$ cat src/rtl/cnt_ctrl.sv
// Programmable counter controller: config handshake, prescaled up-counter, one-shot/wrap modes.
// Optional wrap event counter output enabled by defining CNT_CTRL_WRAP_CNT_EN.
module cnt_ctrl #(
  parameter int WIDTH   = 8,
  parameter int PRESC_W = 4
) (
  input  logic               clk,
  input  logic               rst_n,
  input  logic               cfg_valid,
  output logic               cfg_ready,
  input  logic [WIDTH-1:0]   cfg_limit,
  input  logic               cfg_wrap,
  input  logic [PRESC_W-1:0] cfg_presc,
  input  logic               start,
  input  logic               stop,
  input  logic               clear,
  output logic               busy,
  output logic [WIDTH-1:0]   cnt,
  output logic               tick,
  output logic               wrap_pulse,
  output logic               done
`ifdef CNT_CTRL_WRAP_CNT_EN
  ,
  output logic [15:0]        wrap_cnt
`endif
);

  typedef enum logic [2:0] {
    IDLE  = 3'd0,
    ARMED = 3'd1,
    RUN   = 3'd2,
    PAUSE = 3'd3,
    DONE  = 3'd4
  } state_t;

  state_t             state;
  logic [PRESC_W-1:0] presc_cnt;
  logic [WIDTH-1:0]   limit_q;
  logic               wrap_q;
  logic [PRESC_W-1:0] presc_q;

  logic xfer;
  logic do_clear;

  // cfg_ready is registered and only high in IDLE/ARMED/DONE, so a transfer
  // can never happen while the counter is active.
  assign xfer     = cfg_valid && cfg_ready;
  assign do_clear = clear && (state != IDLE);

  always_ff @(posedge clk or negedge rst_n) begin
    if (!rst_n) begin
      state      <= IDLE;
      cnt        <= '0;
      presc_cnt  <= '0;
      limit_q    <= '0;
      wrap_q     <= 1'b0;
      presc_q    <= '0;
      tick       <= 1'b0;
      wrap_pulse <= 1'b0;
      done       <= 1'b0;
      busy       <= 1'b0;
      cfg_ready  <= 1'b1;
`ifdef CNT_CTRL_WRAP_CNT_EN
      wrap_cnt   <= '0;
`endif
    end else begin
      tick       <= 1'b0;
      wrap_pulse <= 1'b0;
      done       <= 1'b0;

      if (xfer) begin
        limit_q   <= cfg_limit;
        wrap_q    <= cfg_wrap;
        presc_q   <= cfg_presc;
        cnt       <= '0;
        presc_cnt <= '0;
        state     <= ARMED;
        busy      <= 1'b0;
        cfg_ready <= 1'b1;
`ifdef CNT_CTRL_WRAP_CNT_EN
        wrap_cnt  <= '0;
`endif
      end else if (do_clear) begin
        cnt       <= '0;
        presc_cnt <= '0;
        state     <= ARMED;
        busy      <= 1'b0;
        cfg_ready <= 1'b1;
`ifdef CNT_CTRL_WRAP_CNT_EN
        wrap_cnt  <= '0;
`endif
      end else begin
        unique case (state)
          ARMED: begin
            if (start) begin
              cnt       <= '0;
              presc_cnt <= '0;
              state     <= RUN;
              busy      <= 1'b1;
              cfg_ready <= 1'b0;
            end
          end
          RUN: begin
            if (stop) begin
              state <= PAUSE;
            end else if (presc_cnt == presc_q) begin
              presc_cnt <= '0;
              if (cnt != limit_q) begin
                cnt  <= cnt + 1'b1;
                tick <= 1'b1;
              end else if (wrap_q) begin
                cnt        <= '0;
                tick       <= 1'b1;
                wrap_pulse <= 1'b1;
`ifdef CNT_CTRL_WRAP_CNT_EN
                if (wrap_cnt != 16'hFFFF) wrap_cnt <= wrap_cnt + 16'd1;
`endif
              end else begin
                done      <= 1'b1;
                state     <= DONE;
                busy      <= 1'b0;
                cfg_ready <= 1'b1;
              end
            end else begin
              presc_cnt <= presc_cnt + 1'b1;
            end
          end
          PAUSE: begin
            if (start) state <= RUN;
          end
          default: ;
        endcase
      end
    end
  end

endmodule
$ cat config.mk
export PLATFORM = sky130hd
export DESIGN_NAME = cnt_ctrl
export DESIGN_NICKNAME = d
export VERILOG_FILES = /design/src/rtl/cnt_ctrl.sv
export SDC_FILE = /design/constraint.sdc
export NUM_CORES = 1
export LEC_CHECK = 0
export BUFFER_PORTS_ARGS = -buffer_cell sky130_fd_sc_hd__clkbuf_2
export CAP_MARGIN = 20
export CORE_MARGIN = 5
export CORE_UTILIZATION = 28
export CTS_BUF_LIST = sky130_fd_sc_hd__clkbuf_8
export DETAILED_ROUTE_END_ITERATION = 10
export GPL_TIMING_DRIVEN = 1
export HOLD_SLACK_MARGIN = 0.1
export PLACE_DENSITY = 0.53
export SYNTH_ARGS = -nofsm -noshare
export SYNTH_HDL_FRONTEND = slang
export SYNTH_SLANG_ARGS = --single-unit
$ cat constraint.sdc
create_clock -name clk -period 1.5 [get_ports clk]
set_clock_uncertainty 0.1 [all_clocks]
set_input_delay 0.3 -clock clk [delete_from_list [all_inputs] [get_ports clk]]
set_output_delay 0.3 -clock clk [all_outputs]
set_load 0.01 [all_outputs]
==> impl_metrics.py, run 1 <==
metrics = {
    "power_and_ir_drop": {
        "power_frac_comb_pct": 29.5,
        "clock_power_share_pct": 29.1,
        "p_sw_uw": 699,
        "peakVddDrop_mv": 0.433,
        "power.share.sequential_pct": 41.4,
        "cell_internal_pwr_uw": 1830,
        "leakagePower_uw": 0.00147,
        "switching_share_pct": 27.6,
        "cellPowerDensity_nw_per_um2": 840,
    },
    "global_route": {
        "grt_start_max_net_pins": 19,
        "antenna_found_initial": 0,
        "gr-total-overflow": 0,
        "via_count_of_the_first_global_routing_pass": 1623,
        "grt_pass1_wl_um": 7910,
        "global_route.usage.total_pct": 11.9,
    },
    "timing": {
        "report.final.hold_viol_count": 0,
        "maxSlewViolCount": 0,
        "timing.slew.headroom_pct": 82.3,
        "worstMarginPinSlew_ns": 0.265,
        "min_period_over_period_pct": 120,
        "max_freq_mhz": 555,
        "setup_viol": 28,
        "grt_setup_unrepaired": "true",
        "min_period_ns": 1.80,
        "setup_total_negative_slack_ns": -3.81,
        "timing.final.ws_setup_ns": -0.303,
    },
    "synth": {
        "synth_compound_area_share_pct": 14.8,
        "mappedNetlistNets": 179,
        "synth_xor_area_share_pct": 5.87,
        "synth_simple_gate_area_share_pct": 20.5,
        "largest_family_of_logic_cells_by_synthesized_area": "simple AND/OR/NAND/NOR gates",
        "portion_of_synthesized_cell_area_occupied_by_the_leading_cell_type_pct": 44.7,
        "syn_area_um2": 1790,
        "synth-edff-count": 0,
        "ys.flop_type": "sky130_fd_sc_hd__dfrtp_1",
        "synth.ff_latch_count": 33,
        "synthAdderAreaFrac_pct": 1.40,
        "synthArstFlopShare_pct": 100,
        "synth-seq-area-share_pct": 46.2,
        "netlist-cell-type-count": 51,
        "synth_top_cells_by_area": "sky130_fd_sc_hd__dfrtp_1 (45%), sky130_fd_sc_hd__mux2_2 (8.2%), sky130_fd_sc_hd__xnor2_1 (5.9%)",
        "synthDominantAreaCellType": "sky130_fd_sc_hd__dfrtp_1",
        "post_synthesis_mux_area_share_pct": 9.29,
        "syn-instance-count": 158,
        "synthesis.yosys.warnings": 0,
        "mean_instance_size_in_the_synthesized_netlist_um2": 11.3,
    },
    "route": {
        "firstDrtPassIters": 4,
        "wl_per_cell_um": 13.6,
        "via_count_of_the_routed_design": 1553,
        "antenna_left": 0,
        "drt_first_iter_violations": 31,
        "detail_route.drc_violations": 0,
        "post_drt_via_cell_ratio": 4.66,
        "drt_wl_total_um": 4530,
    },
    "worst_setup_path": {
        "crit_path_end_kind": "flip-flop",
        "crit_path_max_fanout": 3,
        "reg2regPathDepth": 6,
        "setup.worst_path.start_class": "flip-flop",
        "cp_data_arrival_time_ns": 1.86,
        "timing.critical_path.required_ns": 1.56,
        "path_class": "reg -> reg",
    },
    "floorplanning": {
        "initial_standard_cell_utilization_of_the_core_pct": 28.5,
        "io_pins": 32,
        "floorplan.die_area_um2": 8100,
        "core_region_area_um2": 6280,
        "die-width_um": 90.0,
        "chipHeight_um": 90.0,
        "fp-row-count": 29,
    },
    "placed_design": {
        "post-dp-hpwl_um": 3390,
        "dpl.cell_count": 306,
        "finalWeightedCongestion": 0.757,
        "placement.io_buffers": 31,
    },
    "layout": {
        "most_frequent_cells_in_the_layout": "sky130_fd_sc_hd__buf_4 (39), sky130_fd_sc_hd__clkbuf_2 (29), sky130_fd_sc_hd__dfrtp_1 (23)",
        "final_common_cell": "sky130_fd_sc_hd__buf_4",
        "final_nets": 276,
        "flow.area_growth_from_synthesis_pct": 67.9,
        "number_of_antenna_repair_diodes": 0,
        "count_of_non_filler_cells_in_the_finished_layout": 333,
        "layout-drive-gt1-share_pct": 67.6,
    },
    "run_status": {
        "failed_checks": "negative setup slack",
        "status": "complete, but fails checks",
    },
    "run": {
        "maxCapViolations": 0,
    },
    "cts": {
        "cts_tree": "built",
        "cts-buffers-inserted": 5,
        "worst_setup_hold_path_clk_slew_ns": 0.07,
        "worstSkewPairLatency_ns": 0.28,
        "clock_tree.root_cell": "sky130_fd_sc_hd__clkbuf_8",
        "cts-root-to-sink-buffers": 2,
        "htree_levels": 2,
        "cts_num_sinks": 33,
    },
    "hold_path": {
        "hold_depth": 3,
        "holdCritPathClass": "in -> reg",
    },
}
-- per-stage QoR --
step	setup slack [ns]	utilization (%)	total power (uW)	hold WS [ns]	area [um^2]
after floorplan	-0.212	-	1370	-0.0956	1910
final	-0.303	47.9	2530	0.129	3010
after global placement	-0.320	39.5	1610	0.0583	2480
after detailed placement	-0.345	39.5	1620	0.0527	2480
after global routing	-0.379	47.9	2670	0.133	3010
after CTS	-0.327	45.1	2470	0.127	2830
-- power groups by stage --
stage	Combinational [uW]	Sequential [uW]	Clock, uW
2_1_floorplan	325	1040	0
3_3_place_gp	569	1040	0
3_5_place_dp	571	1050	0
4_1_cts	664	1040	766
5_1_grt	810	1060	806
6_report	746	1050	736
-- worst max-delay path, cell delays in order (launching register included) --
cell                      delay [ns]
sky130_fd_sc_hd__dfrtp_2        0.43
sky130_fd_sc_hd__xnor2_2        0.20
sky130_fd_sc_hd__and4_4         0.29
sky130_fd_sc_hd__a21oi_4        0.08
sky130_fd_sc_hd__nor3b_4        0.16
sky130_fd_sc_hd__buf_6          0.12
sky130_fd_sc_hd__a221o_2        0.31
-- synth_stat cells (2+ instances only) --
| cell type | n |
|---|---|
| sky130_fd_sc_hd__mux2i_1 | 2 |
| sky130_fd_sc_hd__o21ai_0 | 6 |
| sky130_fd_sc_hd__a21o_1 | 2 |
| sky130_fd_sc_hd__nand3_1 | 5 |
| sky130_fd_sc_hd__and3_2 | 2 |
| sky130_fd_sc_hd__a21oi_1 | 4 |
| sky130_fd_sc_hd__a221o_2 | 4 |
| sky130_fd_sc_hd__and4_4 | 2 |
| sky130_fd_sc_hd__nand2_1 | 8 |
| sky130_fd_sc_hd__dfrtp_1 | 32 |
| sky130_fd_sc_hd__nor2b_1 | 3 |
| sky130_fd_sc_hd__nor2_1 | 9 |
| sky130_fd_sc_hd__a32o_1 | 2 |
| sky130_fd_sc_hd__or2_2 | 2 |
| sky130_fd_sc_hd__mux2_2 | 13 |
| sky130_fd_sc_hd__ha_1 | 2 |
| sky130_fd_sc_hd__inv_1 | 7 |
| sky130_fd_sc_hd__xnor2_1 | 12 |
| sky130_fd_sc_hd__and3_1 | 4 |
| sky130_fd_sc_hd__nand4_1 | 2 |
| sky130_fd_sc_hd__a221o_1 | 2 |
| sky130_fd_sc_hd__or3_1 | 3 |
| sky130_fd_sc_hd__nor3_1 | 2 |
-- layer usage --
layer  vias to the layer above  track usage [%]  share of wire, %
li1                        780                -                 -
met1                       739             16.2                47
met2                        26             18.4                47
met3                         8             3.17               4.3
met4                         0             3.85               1.8
met5                         -                0                 0
-- flip-flops by register name, summed over array words and instances (netlist names) --
| register | flops |
|---|---|
| busy | 1 |
| cfg_ready | 1 |
| wrap_q | 1 |
| presc_cnt | 4 |
| done | 1 |
| cnt | 8 |
| state | 3 |
| limit_q | 8 |
| tick | 1 |
| presc_q | 4 |
| wrap_pulse | 1 |
-- cells by family (layout without fill, tap and decap cells) --
logic type	after synthesis	after routing
DFF	33	33
and+or+nand+nor	56	56
xor gates and xnor gates	12	12
muxes	15	15
buffers and inverters	9	107
AOI/OAI and AO/OA	31	31
adders and majority gates	2	2
-- repair_timing --
item,4_1_cts,5_1_grt
setup endpoints to repair,26,34
pin swaps,17,15
endpoints found under the hold margin,33,0
resized for setup,28,30
cloned,1,0
setup buffers,10,8
hold buffers,1,0
-- area by class of cell --
class                           instances  area [um^2]
Fill cell                             601         3270
Multi-Input combinational cell        116         1190
Sequential cell                        33          838
Timing Repair Buffer                   92          758
Clock buffer                            7         96.3
Tap cell                               77         96.3
Inverter                                7         26.3
Clock inverter                          1         5.00
-- final timing paths --
check                               from     end  slack, ns
worst max-delay path              cnt[6]  cnt[2]      -0.30
min in group asynchronous          rst_n    busy       0.29
worst min register to register      busy    busy       0.38
worst min-delay path            cfg_wrap  wrap_q       0.13
max in group asynchronous          rst_n  cnt[5]       0.60
worst max register to register    cnt[6]  cnt[2]      -0.30
(Power assumes the default switching activity.)
==> run 2: changes to the inputs <==
--- a/config.mk
+++ b/config.mk
@@ -5,6 +5,7 @@
 export SDC_FILE = /design/constraint.sdc
 export NUM_CORES = 1
 export LEC_CHECK = 0
+export ABC_AREA = 1
 export BUFFER_PORTS_ARGS = -buffer_cell sky130_fd_sc_hd__clkbuf_2
 export CAP_MARGIN = 20
 export CORE_MARGIN = 5
==> run 2 against run 1 <==
Effect of this change: the flow still finishes with violations (negative setup slack); routed wire length grew 10%; die area up 9.9%; setup slack better by 0.22 ns; via count up 24%; synthesized cell count rose by 70%; sequential share of layout area rose by 0.37 points; worst hold slack lost 0.020 ns.
==> impl_metrics.py, run 2 <==
metrics = {
    "placed_design": {
        "dpl.cell_count": 438,
        "finalWeightedCongestion": 0.816,
        "placement.io_buffers": 31,
        "post-dp-hpwl_um": 3750,
        "post-place-ws_ns": -0.114,
    },
    "timing": {
        "maxSlewViolCount": 0,
        "setup_total_negative_slack_ns": -0.779,
        "timing.final.ws_setup_ns": -0.0781,
        "min_period_over_period_pct": 105,
        "setup_viol": 13,
        "grt_setup_unrepaired": "true",
        "timing.slew.headroom_pct": 75.3,
        "hold-worst-slack_ns": 0.109,
        "report.final.hold_viol_count": 0,
        "min_period_ns": 1.58,
        "max_freq_mhz": 634,
        "worstMarginPinSlew_ns": 0.371,
    },
    "synth": {
        "mappedNetlistNets": 290,
        "synthArstFlopShare_pct": 100,
        "synth-edff-count": 0,
        "synth-seq-area-share_pct": 41.5,
        "synth_top_cells_by_area": "sky130_fd_sc_hd__dfrtp_1 (40%), sky130_fd_sc_hd__nand2_1 (18%), sky130_fd_sc_hd__nand3_1 (6.3%)",
        "synth.most_common_cell": "sky130_fd_sc_hd__nand2_1",
        "mean_instance_size_in_the_synthesized_netlist_um2": 7.40,
        "synthDominantAreaCellType": "sky130_fd_sc_hd__dfrtp_1",
        "synthesis.yosys.warnings": 0,
        "portion_of_synthesized_cell_area_occupied_by_the_leading_cell_type_pct": 40.2,
        "netlist-cell-type-count": 27,
        "synth_commonest_cells": "sky130_fd_sc_hd__nand2_1 (98), sky130_fd_sc_hd__dfrtp_1 (32), sky130_fd_sc_hd__inv_1 (32)",
        "syn_area_um2": 1990,
        "synth.ff_latch_count": 33,
        "syn-instance-count": 269,
        "ys.flop_type": "sky130_fd_sc_hd__dfrtp_1",
    },
    "worst_setup_path": {
        "cp_data_arrival_time_ns": 1.65,
        "path_delay_family": "simple AND/OR/NAND/NOR gates",
        "cp.buffers_inverters": 2,
        "timing.critical_path.slowest_cell_delay_ns": 0.42,
        "crit_path_max_fanout": 8,
        "cpMaxStageDelayCell": "sky130_fd_sc_hd__dfrtp_1",
        "timing.critical_path.required_ns": 1.58,
        "path_class": "reg -> reg",
        "cp-startpoint": "state[2]",
        "setup.worst_path.start_class": "flip-flop",
        "timing.critical_path.cells": "nor2_4 > nand2_2 > inv_2 > nand3_4 > a21oi_4 > nor2_4 > buf_12 > nand3_1 > nand2_1",
        "crit_path_end_kind": "flip-flop",
        "regToRegStartpoint": "state[2]",
        "most_common_cell_on_crit_path": "sky130_fd_sc_hd__nor2_4",
    },
    "power_and_ir_drop": {
        "fin_total_pwr_uw": 4440,
        "power_frac_comb_pct": 54.8,
        "peakVddDrop_mv": 0.578,
        "power.share.sequential_pct": 29.9,
        "p_sw_uw": 1860,
        "leakagePower_uw": 0.00150,
        "clock_power_share_pct": 15.3,
        "cellPowerDensity_nw_per_um2": 1510,
        "cell_internal_pwr_uw": 2580,
        "switching_share_pct": 41.9,
    },
    "layout": {
        "seqCellArea_um2": 828,
        "flow.area_growth_from_synthesis_pct": 47.3,
        "final_common_cell": "sky130_fd_sc_hd__nand2_1",
        "number_of_antenna_repair_diodes": 0,
        "layout.filler_cells": 724,
        "most_frequent_cells_in_the_layout": "sky130_fd_sc_hd__nand2_1 (88), sky130_fd_sc_hd__buf_4 (47), sky130_fd_sc_hd__dfrtp_1 (31)",
        "count_of_non_filler_cells_in_the_finished_layout": 457,
        "final_nets": 382,
        "biggestRegsByFlops": "cnt x8, limit_q x8",
        "multi_input_comb_area_um2": 1090,
        "layout-drive-gt1-share_pct": 39.1,
    },
    "run_status": {
        "failed_checks": "negative setup slack",
        "status": "complete, but fails checks",
    },
    "route": {
        "detail_route.drc_violations": 0,
        "drt_first_iter_violations": 50,
        "post_drt_via_cell_ratio": 4.23,
        "wl_per_cell_um": 10.9,
        "via_count_of_the_routed_design": 1932,
        "antenna_left": 0,
        "drt_wl_total_um": 4990,
        "firstDrtPassIters": 5,
    },
    "hold_path": {
        "holdCritPathClass": "in -> reg",
        "holdCritStartpoint": "cfg_limit[2]",
    },
    "floorplanning": {
        "floorplan.die_area_um2": 8900,
        "initial_standard_cell_utilization_of_the_core_pct": 29.0,
        "io_pins": 32,
        "fp-row-count": 30,
        "core_region_area_um2": 6870,
        "chipHeight_um": 94.3,
        "die-width_um": 94.3,
    },
    "cts": {
        "worst_setup_hold_path_clk_slew_ns": 0.07,
        "cts_num_sinks": 33,
        "cts-root-to-sink-buffers": 2,
        "worstSkewPairLatency_ns": 0.29,
        "htree_levels": 2,
        "cts-buffers-inserted": 5,
        "cts_tree": "built",
        "clock_tree.root_cell": "sky130_fd_sc_hd__clkbuf_8",
    },
    "global_route": {
        "grt_start_max_net_pins": 22,
        "antenna_found_initial": 0,
        "via_count_of_the_first_global_routing_pass": 1959,
        "global_route.usage.total_pct": 12.3,
        "grt_pass1_wl_um": 8650,
        "gr-total-overflow": 0,
    },
    "run": {
        "maxCapViolations": 0,
    },
}
[run 2: changes by cell type after synthesis, moves of 4 or more]
cell / previous run / this run
sky130_fd_sc_hd__xnor2_1: 12 / 3
sky130_fd_sc_hd__inv_1: 7 / 32
sky130_fd_sc_hd__nand3_1: 5 / 25
sky130_fd_sc_hd__xor2_1: 0 / 6
sky130_fd_sc_hd__nand2_2: 0 / 5
sky130_fd_sc_hd__a221o_2: 4 / 0
sky130_fd_sc_hd__mux2_2: 13 / 0
sky130_fd_sc_hd__and3_1: 4 / 0
sky130_fd_sc_hd__nor2_4: 0 / 5
sky130_fd_sc_hd__nand2_1: 8 / 98
sky130_fd_sc_hd__nor2_1: 9 / 16
sky130_fd_sc_hd__o21ai_0: 6 / 15
[run 2: final cells by class]
cell class                 count  area share, %
inverter                      36           4.69
clock buffer                   6           2.81
tap                           96           4.09
multi-input combinational    195           37.1
clock inverter                 1          0.128
timing repair buffer          90           22.9
sequential                    33           28.2
[run 2: what timing repair did]
action,CTS,global route
gates resized for setup,9,32
hold endpoints to repair,11,0
buffers inserted,5,7
hold buffers,1,0
setup endpoints to repair,25,29
pin swaps,11,7
[run 2: final timing paths]
kind | end | cells after the start | slack, ns
setup / recovery | cnt[4] | 9 | -0.08
hold / removal | limit_q[2] | 3 | 0.11
setup reg to reg | cnt[4] | 9 | -0.08
hold reg to reg | busy | 2 | 0.38
max in group asynchronous | cnt[0] | 3 | 0.50
min in group asynchronous | state[1] | 2 | 0.36
[run 2: per-stage QoR]
step | area [um^2] | util [%]
2_1_floorplan | 2000 | -
3_3_place_gp | 2610 | 38.1
3_5_place_dp | 2610 | 38.1
4_1_cts | 2780 | 40.5
5_1_grt | 2930 | 42.7
6_report | 2930 | 42.7
[run 2: kinds of logic (layout without fill, tap and decap cells)]
logic type	count (synthesis)	after routing	share of synthesized area [%]
buf+inv	41	133	8.86
xor+xnor	9	9	3.96
fa+ha+maj	2	2	1.26
flops	33	33	41.5
compound gates	17	17	4.84
simple gates	167	167	39.6
[run 2: metal layers]
metal	part of all wire, %	wire, um	up-vias	global-route usage (%)
met2	51	2550	30	21.1
li1	-	-	1019	-
met4	1.5	76	0	4.33
met3	3.8	192	7	3.11
met1	44	2170	876	15.0
met5	0	0	-	0
[run 2: power by group through the flow]
stage,sequential (uW),clock [uW],combinational (uW)
2_1_floorplan,1340,0,1350
3_3_place_gp,1340,0,2090
3_5_place_dp,1350,0,2110
4_1_cts,1340,707,2220
5_1_grt,1360,743,2750
6_report,1330,680,2430
[run 2: worst min-delay path: stages]
cell and delay, ns:
sky130_fd_sc_hd__clkbuf_2 0.08, sky130_fd_sc_hd__nand2_1 0.04, sky130_fd_sc_hd__nand2_1 0.04
